### config.mk
export PLATFORM = sky130hd
export DESIGN_NAME = ec_point_seq
export DESIGN_NICKNAME = d
export VERILOG_FILES = /design/src/rtl/ec_pkg.sv /design/src/rtl/ec_ucode_rom.sv /design/src/rtl/ec_point_seq.sv
export SDC_FILE = /design/constraint.sdc
export NUM_CORES = 1
export LEC_CHECK = 0
export CAP_MARGIN = 30
export CELL_PAD_IN_SITES_DETAIL_PLACEMENT = 0
export CELL_PAD_IN_SITES_GLOBAL_PLACEMENT = 1
export CORE_UTILIZATION = 39
export DETAILED_ROUTE_END_ITERATION = 8
export DONT_BUFFER_PORTS = 1
export PLACE_DENSITY_LB_ADDON = 0.1
export SYNTH_ARGS = -nofsm -noshare
export SYNTH_HDL_FRONTEND = slang
export SYNTH_SLANG_ARGS = --single-unit
### constraint.sdc
create_clock -name i_clk -period 3.5 [get_ports i_clk]
set_clock_uncertainty 0.1 [all_clocks]
set_input_delay 0.7 -clock i_clk [delete_from_list [all_inputs] [get_ports i_clk]]
set_output_delay 0.7 -clock i_clk [all_outputs]
set_load 0.005 [all_outputs]
### src/rtl/ec_pkg.sv
// ---------------------------------------------------------------------------
// ec_pkg
// Shared definitions for the affine EC point sequencer:
//   - GF unit opcodes (add / sub / mult / div)
//   - operand file register indices
//   - microword layout {op, src_a, src_b, dst}
//   - microprogram base / last addresses for point add and point double
//   - sequencer FSM state encoding
// ---------------------------------------------------------------------------
package ec_pkg;

  typedef enum logic [1:0] {
    GF_ADD = 2'd0,
    GF_SUB = 2'd1,
    GF_MUL = 2'd2,
    GF_DIV = 2'd3   // in_0 * in_1^-1
  } gf_op_e;

  // Operand file map
  localparam logic [2:0] R_X1 = 3'd0;
  localparam logic [2:0] R_Y1 = 3'd1;
  localparam logic [2:0] R_X2 = 3'd2;
  localparam logic [2:0] R_Y2 = 3'd3;
  localparam logic [2:0] R_A  = 3'd4;
  localparam logic [2:0] R_T0 = 3'd5;
  localparam logic [2:0] R_T1 = 3'd6;
  localparam logic [2:0] R_T2 = 3'd7;

  typedef struct packed {
    gf_op_e     op;
    logic [2:0] src_a;
    logic [2:0] src_b;
    logic [2:0] dst;
  } uword_t;

  // Microprogram layout: ADD occupies 0..8, DBL occupies 9..20
  localparam logic [4:0] ADD_BASE = 5'd0;
  localparam logic [4:0] ADD_LAST = 5'd8;
  localparam logic [4:0] DBL_BASE = 5'd9;
  localparam logic [4:0] DBL_LAST = 5'd20;

  typedef enum logic [2:0] {
    S_IDLE  = 3'd0,
    S_LOAD  = 3'd1,
    S_ISSUE = 3'd2,
    S_WAIT  = 3'd3,
    S_DONE  = 3'd4
  } state_e;

  function automatic uword_t mk_uw(input gf_op_e op, input logic [2:0] a,
                                   input logic [2:0] b, input logic [2:0] d);
    uword_t w;
    w.op    = op;
    w.src_a = a;
    w.src_b = b;
    w.dst   = d;
    return w;
  endfunction

endpackage

### src/rtl/ec_ucode_rom.sv
// ---------------------------------------------------------------------------
// ec_ucode_rom
// Combinational microcode ROM holding the affine point-add and point-double
// programs. Each word is dst = src_a op src_b.
// Ports:
//   pc_i     in  5   microprogram counter
//   uword_o  out     microword at pc_i (unused addresses read as all-zero)
// ---------------------------------------------------------------------------
module ec_ucode_rom
  import ec_pkg::*;
(
  input  logic [4:0] pc_i,
  output uword_t     uword_o
);

  always_comb begin
    // NOTE: default assignment first so every path drives uword_o; without it
    // an incomplete case would infer a latch.
    uword_o = '0;
    case (pc_i)
      // Point add: lambda = (y2-y1)/(x2-x1)
      5'd0:  uword_o = mk_uw(GF_SUB, R_Y2, R_Y1, R_T0);
      5'd1:  uword_o = mk_uw(GF_SUB, R_X2, R_X1, R_T1);
      5'd2:  uword_o = mk_uw(GF_DIV, R_T0, R_T1, R_T0);
      5'd3:  uword_o = mk_uw(GF_MUL, R_T0, R_T0, R_T1);
      5'd4:  uword_o = mk_uw(GF_SUB, R_T1, R_X1, R_T1);
      5'd5:  uword_o = mk_uw(GF_SUB, R_T1, R_X2, R_T1);
      5'd6:  uword_o = mk_uw(GF_SUB, R_X1, R_T1, R_T2);
      5'd7:  uword_o = mk_uw(GF_MUL, R_T0, R_T2, R_T2);
      5'd8:  uword_o = mk_uw(GF_SUB, R_T2, R_Y1, R_T2);
      // Point double: lambda = (3*x1^2 + a)/(2*y1)
      5'd9:  uword_o = mk_uw(GF_MUL, R_X1, R_X1, R_T0);
      5'd10: uword_o = mk_uw(GF_ADD, R_T0, R_T0, R_T1);
      5'd11: uword_o = mk_uw(GF_ADD, R_T1, R_T0, R_T0);
      5'd12: uword_o = mk_uw(GF_ADD, R_T0, R_A,  R_T0);
      5'd13: uword_o = mk_uw(GF_ADD, R_Y1, R_Y1, R_T1);
      5'd14: uword_o = mk_uw(GF_DIV, R_T0, R_T1, R_T0);
      5'd15: uword_o = mk_uw(GF_MUL, R_T0, R_T0, R_T1);
      5'd16: uword_o = mk_uw(GF_SUB, R_T1, R_X1, R_T1);
      5'd17: uword_o = mk_uw(GF_SUB, R_T1, R_X1, R_T1);
      5'd18: uword_o = mk_uw(GF_SUB, R_X1, R_T1, R_T2);
      5'd19: uword_o = mk_uw(GF_MUL, R_T0, R_T2, R_T2);
      5'd20: uword_o = mk_uw(GF_SUB, R_T2, R_Y1, R_T2);
      default: uword_o = '0;
    endcase
  end

endmodule

### src/rtl/ec_point_seq.sv
// ---------------------------------------------------------------------------
// ec_point_seq
// Affine elliptic-curve point sequencer over GF(p): P3 = P1+P2 or 2*P1 on
// y^2 = x^3 + a*x + b. Steps a fixed microprogram through an 8-entry operand
// file and drives an external GF arithmetic unit; no local arithmetic beyond
// equality compares.
// Ports:
//   i_clk, i_rst                 clock, async active-low reset
//   start, op_dbl                request pulse (IDLE only), 1 = double
//   x1, y1, x2, y2, curve_a      operands, already reduced mod p
//   x3, y3                       result, held until next start
//   done, busy, inf, err         completion pulse, activity, infinity, timeout
//   gf_in_0, gf_in_1, gf_op      GF operands / opcode (0 add 1 sub 2 mul 3 div)
//   gf_start                     one-cycle request strobe per microstep
//   gf_result                    GF result (add/sub same cycle)
//   gf_done_mult, gf_done_div    mult / div completion pulses
// ---------------------------------------------------------------------------
module ec_point_seq
  import ec_pkg::*;
#(
  parameter int SIZE    = 32,
  parameter int TIMEOUT = 1023
) (
  input  logic            i_clk,
  input  logic            i_rst,
  input  logic            start,
  input  logic            op_dbl,
  input  logic [SIZE-1:0] x1,
  input  logic [SIZE-1:0] y1,
  input  logic [SIZE-1:0] x2,
  input  logic [SIZE-1:0] y2,
  input  logic [SIZE-1:0] curve_a,
  output logic [SIZE-1:0] x3,
  output logic [SIZE-1:0] y3,
  output logic            done,
  output logic            busy,
  output logic            inf,
  output logic            err,
  output logic [SIZE-1:0] gf_in_0,
  output logic [SIZE-1:0] gf_in_1,
  output logic [1:0]      gf_op,
  output logic            gf_start,
  input  logic [SIZE-1:0] gf_result,
  input  logic            gf_done_mult,
  input  logic            gf_done_div
);

  localparam int CW = $clog2(TIMEOUT + 1);

  state_e          state_q;
  logic [4:0]      pc_q;
  logic [4:0]      last_q;
  logic [CW-1:0]   wait_cnt_q;
  logic [SIZE-1:0] rf_q [8];
  logic [SIZE-1:0] x3_q, y3_q;
  logic            done_q, busy_q, inf_q, err_q;
  uword_t          uw;

  ec_ucode_rom u_rom (
    .pc_i    (pc_q),
    .uword_o (uw)
  );

  // Special-case decode, evaluated on the raw inputs while in LOAD.
  logic x_eq, y_eq, y1_zero, use_dbl, to_inf;
  always_comb begin
    x_eq    = (x1 == x2);
    y_eq    = (y1 == y2);
    y1_zero = (y1 == '0);
    // P1 == P2 under add is a doubling; doubling a point with y == 0 is O.
    use_dbl = op_dbl || (x_eq && y_eq);
    to_inf  = (!op_dbl && x_eq && !y_eq) || (use_dbl && y1_zero);
  end

  // Completion of the long operation currently parked in WAIT.
  logic long_done;
  always_comb begin
    long_done = (uw.op == GF_MUL) ? gf_done_mult :
                (uw.op == GF_DIV) ? gf_done_div  : 1'b0;
  end

  // GF request interface: decoded from the registered pc and operand file, so
  // it stays stable for the whole WAIT and reads as zero outside ISSUE/WAIT.
  always_comb begin
    gf_in_0  = '0;
    gf_in_1  = '0;
    gf_op    = 2'd0;
    gf_start = 1'b0;
    if (state_q == S_ISSUE || state_q == S_WAIT) begin
      gf_in_0  = rf_q[uw.src_a];
      gf_in_1  = rf_q[uw.src_b];
      gf_op    = uw.op;
      gf_start = (state_q == S_ISSUE);
    end
  end

  always_ff @(posedge i_clk or negedge i_rst) begin
    if (!i_rst) begin
      state_q    <= S_IDLE;
      pc_q       <= '0;
      last_q     <= '0;
      wait_cnt_q <= '0;
      // NOTE: the operand file is small and must read as zero after reset,
      // so it is reset like any other register rather than left as RAM.
      for (int i = 0; i < 8; i++) rf_q[i] <= '0;
      x3_q       <= '0;
      y3_q       <= '0;
      done_q     <= 1'b0;
      busy_q     <= 1'b0;
      inf_q      <= 1'b0;
      err_q      <= 1'b0;
    end else begin
      // NOTE: non-blocking assignments throughout; later assignments in this
      // block override the defaults below within the same cycle.
      done_q <= 1'b0;
      case (state_q)
        S_IDLE: begin
          busy_q <= 1'b0;
          // busy_q is still high in the done cycle, which blocks re-acceptance.
          if (start && !busy_q) begin
            busy_q  <= 1'b1;
            inf_q   <= 1'b0;
            err_q   <= 1'b0;
            state_q <= S_LOAD;
          end
        end

        S_LOAD: begin
          rf_q[R_X1] <= x1;
          rf_q[R_Y1] <= y1;
          rf_q[R_X2] <= x2;
          rf_q[R_Y2] <= y2;
          rf_q[R_A]  <= curve_a;
          rf_q[R_T0] <= '0;
          rf_q[R_T1] <= '0;
          rf_q[R_T2] <= '0;
          if (to_inf) begin
            inf_q   <= 1'b1;
            x3_q    <= '0;
            y3_q    <= '0;
            state_q <= S_DONE;
          end else begin
            pc_q    <= use_dbl ? DBL_BASE : ADD_BASE;
            last_q  <= use_dbl ? DBL_LAST : ADD_LAST;
            state_q <= S_ISSUE;
          end
        end

        S_ISSUE: begin
          wait_cnt_q <= '0;
          if (uw.op == GF_MUL || uw.op == GF_DIV) begin
            state_q <= S_WAIT;
          end else begin
            rf_q[uw.dst] <= gf_result;
            if (pc_q == last_q) state_q <= S_DONE;
            else                pc_q    <= pc_q + 5'd1;
          end
        end

        S_WAIT: begin
          if (long_done) begin
            rf_q[uw.dst] <= gf_result;
            if (pc_q == last_q) begin
              state_q <= S_DONE;
            end else begin
              pc_q    <= pc_q + 5'd1;
              state_q <= S_ISSUE;
            end
          end else if (wait_cnt_q == CW'(TIMEOUT - 1)) begin
            err_q   <= 1'b1;
            state_q <= S_DONE;
          end else begin
            wait_cnt_q <= wait_cnt_q + CW'(1);
          end
        end

        S_DONE: begin
          if (!inf_q && !err_q) begin
            x3_q <= rf_q[R_T1];
            y3_q <= rf_q[R_T2];
          end
          done_q  <= 1'b1;
          pc_q    <= '0;
          state_q <= S_IDLE;
        end

        default: state_q <= S_IDLE;
      endcase
    end
  end

  assign x3   = x3_q;
  assign y3   = y3_q;
  assign done = done_q;
  assign busy = busy_q;
  assign inf  = inf_q;
  assign err  = err_q;

endmodule

==> results.sh <==
export IMPL_outcome="finished with violations"
export IMPL_violations="hold timing, setup timing"
export IMPL_seqCellArea_um2=8610
export IMPL_r2r_end="rf_q[254]$_DFFE_PN0P_"
export IMPL_critical_path_class="flop to output pin"
export IMPL_ys_ff_latch=344
export IMPL_multi_input_area_um2=13000
export IMPL_track_usage_pct=33.7
export IMPL_cts_path_max_buffers=3
export IMPL_ys_types=56
export IMPL_required_ps=2700
export IMPL_whs_ps=-276
export IMPL_cts_buffers=42
export IMPL_synthArstFlopShare_pct=100
export IMPL_yosysTopAreaCell="dfrtp_1"
export IMPL_r2r_slack_ps=80
export IMPL_syn_inst=2677
export IMPL_p_leak_nw=12.5
export IMPL_setup_slack_ps=-641
export IMPL_synth_flop_cell="dfrtp_1"
export IMPL_row_count=84
export IMPL_ir_drop_uv=659
export IMPL_ys_warn_count=0
export IMPL_ys_top_cells_by_area="dfrtp_1 (41%), nand2_1 (19%), mux2i_1 (7.7%)"
export IMPL_num_vias=20700
export IMPL_fmax_mhz=241
export IMPL_final_max_slew_viol_count=0
export IMPL_clock_latency_ps=580
export IMPL_cts_sinks=344
export IMPL_hold_class="input port to async pin"
export IMPL_cts_tree="done"
export IMPL_total_power_mw=37.5
export IMPL_reg2reg_from="pc_q[0]$_DFFE_PN0P_"
export IMPL_nFillCells=4976
export IMPL_avgViaCountPerCell=5.87
export IMPL_yosysMostFrequentCell="nand2_1"
export IMPL_clk_pin_slew_ps=60
export IMPL_htreeDepth=2
export IMPL_path_max_fanout=8
export IMPL_finalHoldViolations=206
export IMPL_grt_pass1_vias=19300
export IMPL_io_buffers=0
export IMPL_chipHeight_um=234
export IMPL_rsz0062_at_grt="true"
export IMPL_areaGrowthSynthToFinish_pct=32.1
export IMPL_fp_dieW_um=234
export IMPL_syn_avg_cell_area_um2=7.87
export IMPL_drt_iter0_markers=2218
export IMPL_synth_common_cells="nand2_1 (1078), dfrtp_1 (344), nand3_1 (265)"
export IMPL_gr_total_overflow=0
export IMPL_slew_headroom_pct=2.05
export IMPL_ys_seq_area_share_pct=40.9
export IMPL_grt_pass1_wl_um=135000
export IMPL_path_cells="inv_2, ha_4, inv_4, mux4_2, buf_6, o211a_4, buf_8, nand2_2, nand2_1, o211ai_1, a21oi_2, buf_4"
export IMPL_startpoint_type="flop"
export IMPL_arrival_ps=3340
export IMPL_synth_nets=2887
export IMPL_setup_viol=64
export IMPL_nNetsFinal=3008
export IMPL_synth_top_area_share_pct=40.9
export IMPL_core_um2=53000
export IMPL_synth_edf_count=0
export IMPL_drc=0
export IMPL_slowest_delay_ps=480
export IMPL_tightest_slew_ps=1470
export IMPL_finalCriticalPeriod_ps=4140
export IMPL_die_area_um2=54900
export IMPL_dp_hpwl_um=63600
export IMPL_gp_congestion=0.946
export IMPL_io_pins=333
export IMPL_grt_start_max_net_pins=345
export IMPL_cts_root_buf="clkbuf_16"
export IMPL_cp_end_kind="output pin"
export IMPL_antenna_found_initial=4
export IMPL_drive_gt1_share_pct=26.0
export IMPL_min_period_over_period_pct=118
export IMPL_drt_wl_total_um=96400
export IMPL_wl_per_cell_um=27.4
export IMPL_p_per_area_nw_per_um2=1350
export IMPL_drt_pass1_iterations=5
export IMPL_ant_nets=0
export IMPL_crit_path_top_delay_cell="mux4_2"
export IMPL_maxCapViolCount=0
export IMPL_ff2ff_path_depth=13
export IMPL_syn_area_um2=21100
export IMPL_start_util_pct=39.8
-- critical path, delay by kind of cell (launching register included) --
| kind | cells | cell delay [ps] |
|---|---|---|
| AOI/OAI and AO/OA | 3 | 890 |
| buffers and inverters | 5 | 590 |
| muxes | 1 | 480 |
| DFF | 1 | 420 |
| adders and majority gates | 1 | 280 |
| and+or+nand+nor | 2 | 110 |
-- through the flow --
stage	util (%)	setup WS (ps)	instance area [um2]	std cells	TNS (ps)
floorplan	-	69.0	21100	2677	0
global placement	43.0	-54.6	22800	3322	-84.3
detailed placement	43.0	-70.9	22800	3322	-212
CTS	48.9	-558	25900	3460	-27150
global route	52.5	-708	27800	3521	-31670
finish	52.5	-641	27800	3521	-26110
-- where the power goes --
part           internal [mW]  switching, mW  total (mW)
Combinational           11.3           14.6        25.9
Sequential              5.33           1.83        7.16
Clock                   2.57           1.89        4.46
-- registers in the layout, summed over array words and instances (netlist names) --
name	flops
rf_q	256
x3	32
y3	32
wait_cnt_q	10
pc_q	5
state_q	3
last_q	2
busy	1
done	1
err	1
inf	1
-- how the worst max path moves through the flow --
stage / startpoint / cells past startpoint / end / slack (ps)
floorplan: pc_q[0]$_DFFE_PN0P_ / 11 / gf_in_1[0] / 70
global placement: pc_q[0]$_DFFE_PN0P_ / 11 / gf_in_1[15] / -50
detailed placement: pc_q[0]$_DFFE_PN0P_ / 11 / gf_in_1[15] / -70
CTS: pc_q[0]$_DFFE_PN0P_ / 13 / gf_in_1[21] / -560
global route: pc_q[0]$_DFFE_PN0P_ / 12 / gf_in_1[7] / -710
finish: pc_q[0]$_DFFE_PN0P_ / 12 / gf_in_1[3] / -640
-- final cells by class --
cell class	instances	area share (%)
diodes	2	0.0180
inverters	79	1.08
clock inverters	21	0.846
repair buffers	285	13.2
well taps	688	3.10
clock buffers	56	4.04
flip-flops and latches	344	31.0
multi-input cells	2046	46.7
-- metal layers --
metal  up-vias  part of all wire [%]  global-route usage (%)  wire (um)
met3       161                   8.7                    6.92       8430
met5         -                 0.011                       0         11
met1     10300                    45                    50.1      43600
li1       9256                     -                       -          -
met4         2                   3.9                    12.2       3730
met2       976                    42                    47.6      40700
-- cells by family after synthesis --
logic type      synth area share [%]
simple gates                    28.6
compound gates                  13.2
flops                           40.9
buf+inv                         5.73
mux                             7.91
xor+xnor                        2.95
fa+ha+maj                      0.713
-- cell usage in the layout (no fill, tap or decap), types with 4 or more instances in the layout --
cell type,n
buf_6,48
clkbuf_1,12
clkbuf_16,51
inv_1,72
a21oi_4,19
a211oi_1,5
mux2i_1,163
nand2_4,14
o211ai_1,70
nand3_4,24
bufinv_16,4
buf_8,12
o22ai_1,65
buf_12,62
o21ai_0,15
buf_4,137
nand2_1,988
nand2_2,76
ha_1,9
a21o_1,4
o31ai_1,5
dfrtp_1,344
nand4_1,20
clkinv_2,10
nor2_1,21
a21oi_2,23
o211a_1,4
nand2b_1,33
xnor2_1,71
nor4_1,12
a2bb2oi_1,4
buf_16,17
nand3_2,138
or3_1,4
inv_2,6
a21oi_1,38
a2bb2oi_2,60
nand3_1,105
-- what timing repair did --
item | CTS | global route
setup buffers | 41 | 63
pin swaps | 84 | 148
endpoints found under the setup margin | 64 | 131
resized for setup | 196 | 299
cloned | 21 | 11
hold endpoints to repair | 344 | 344
Note: power is estimated with default switching activity, not from simulation.
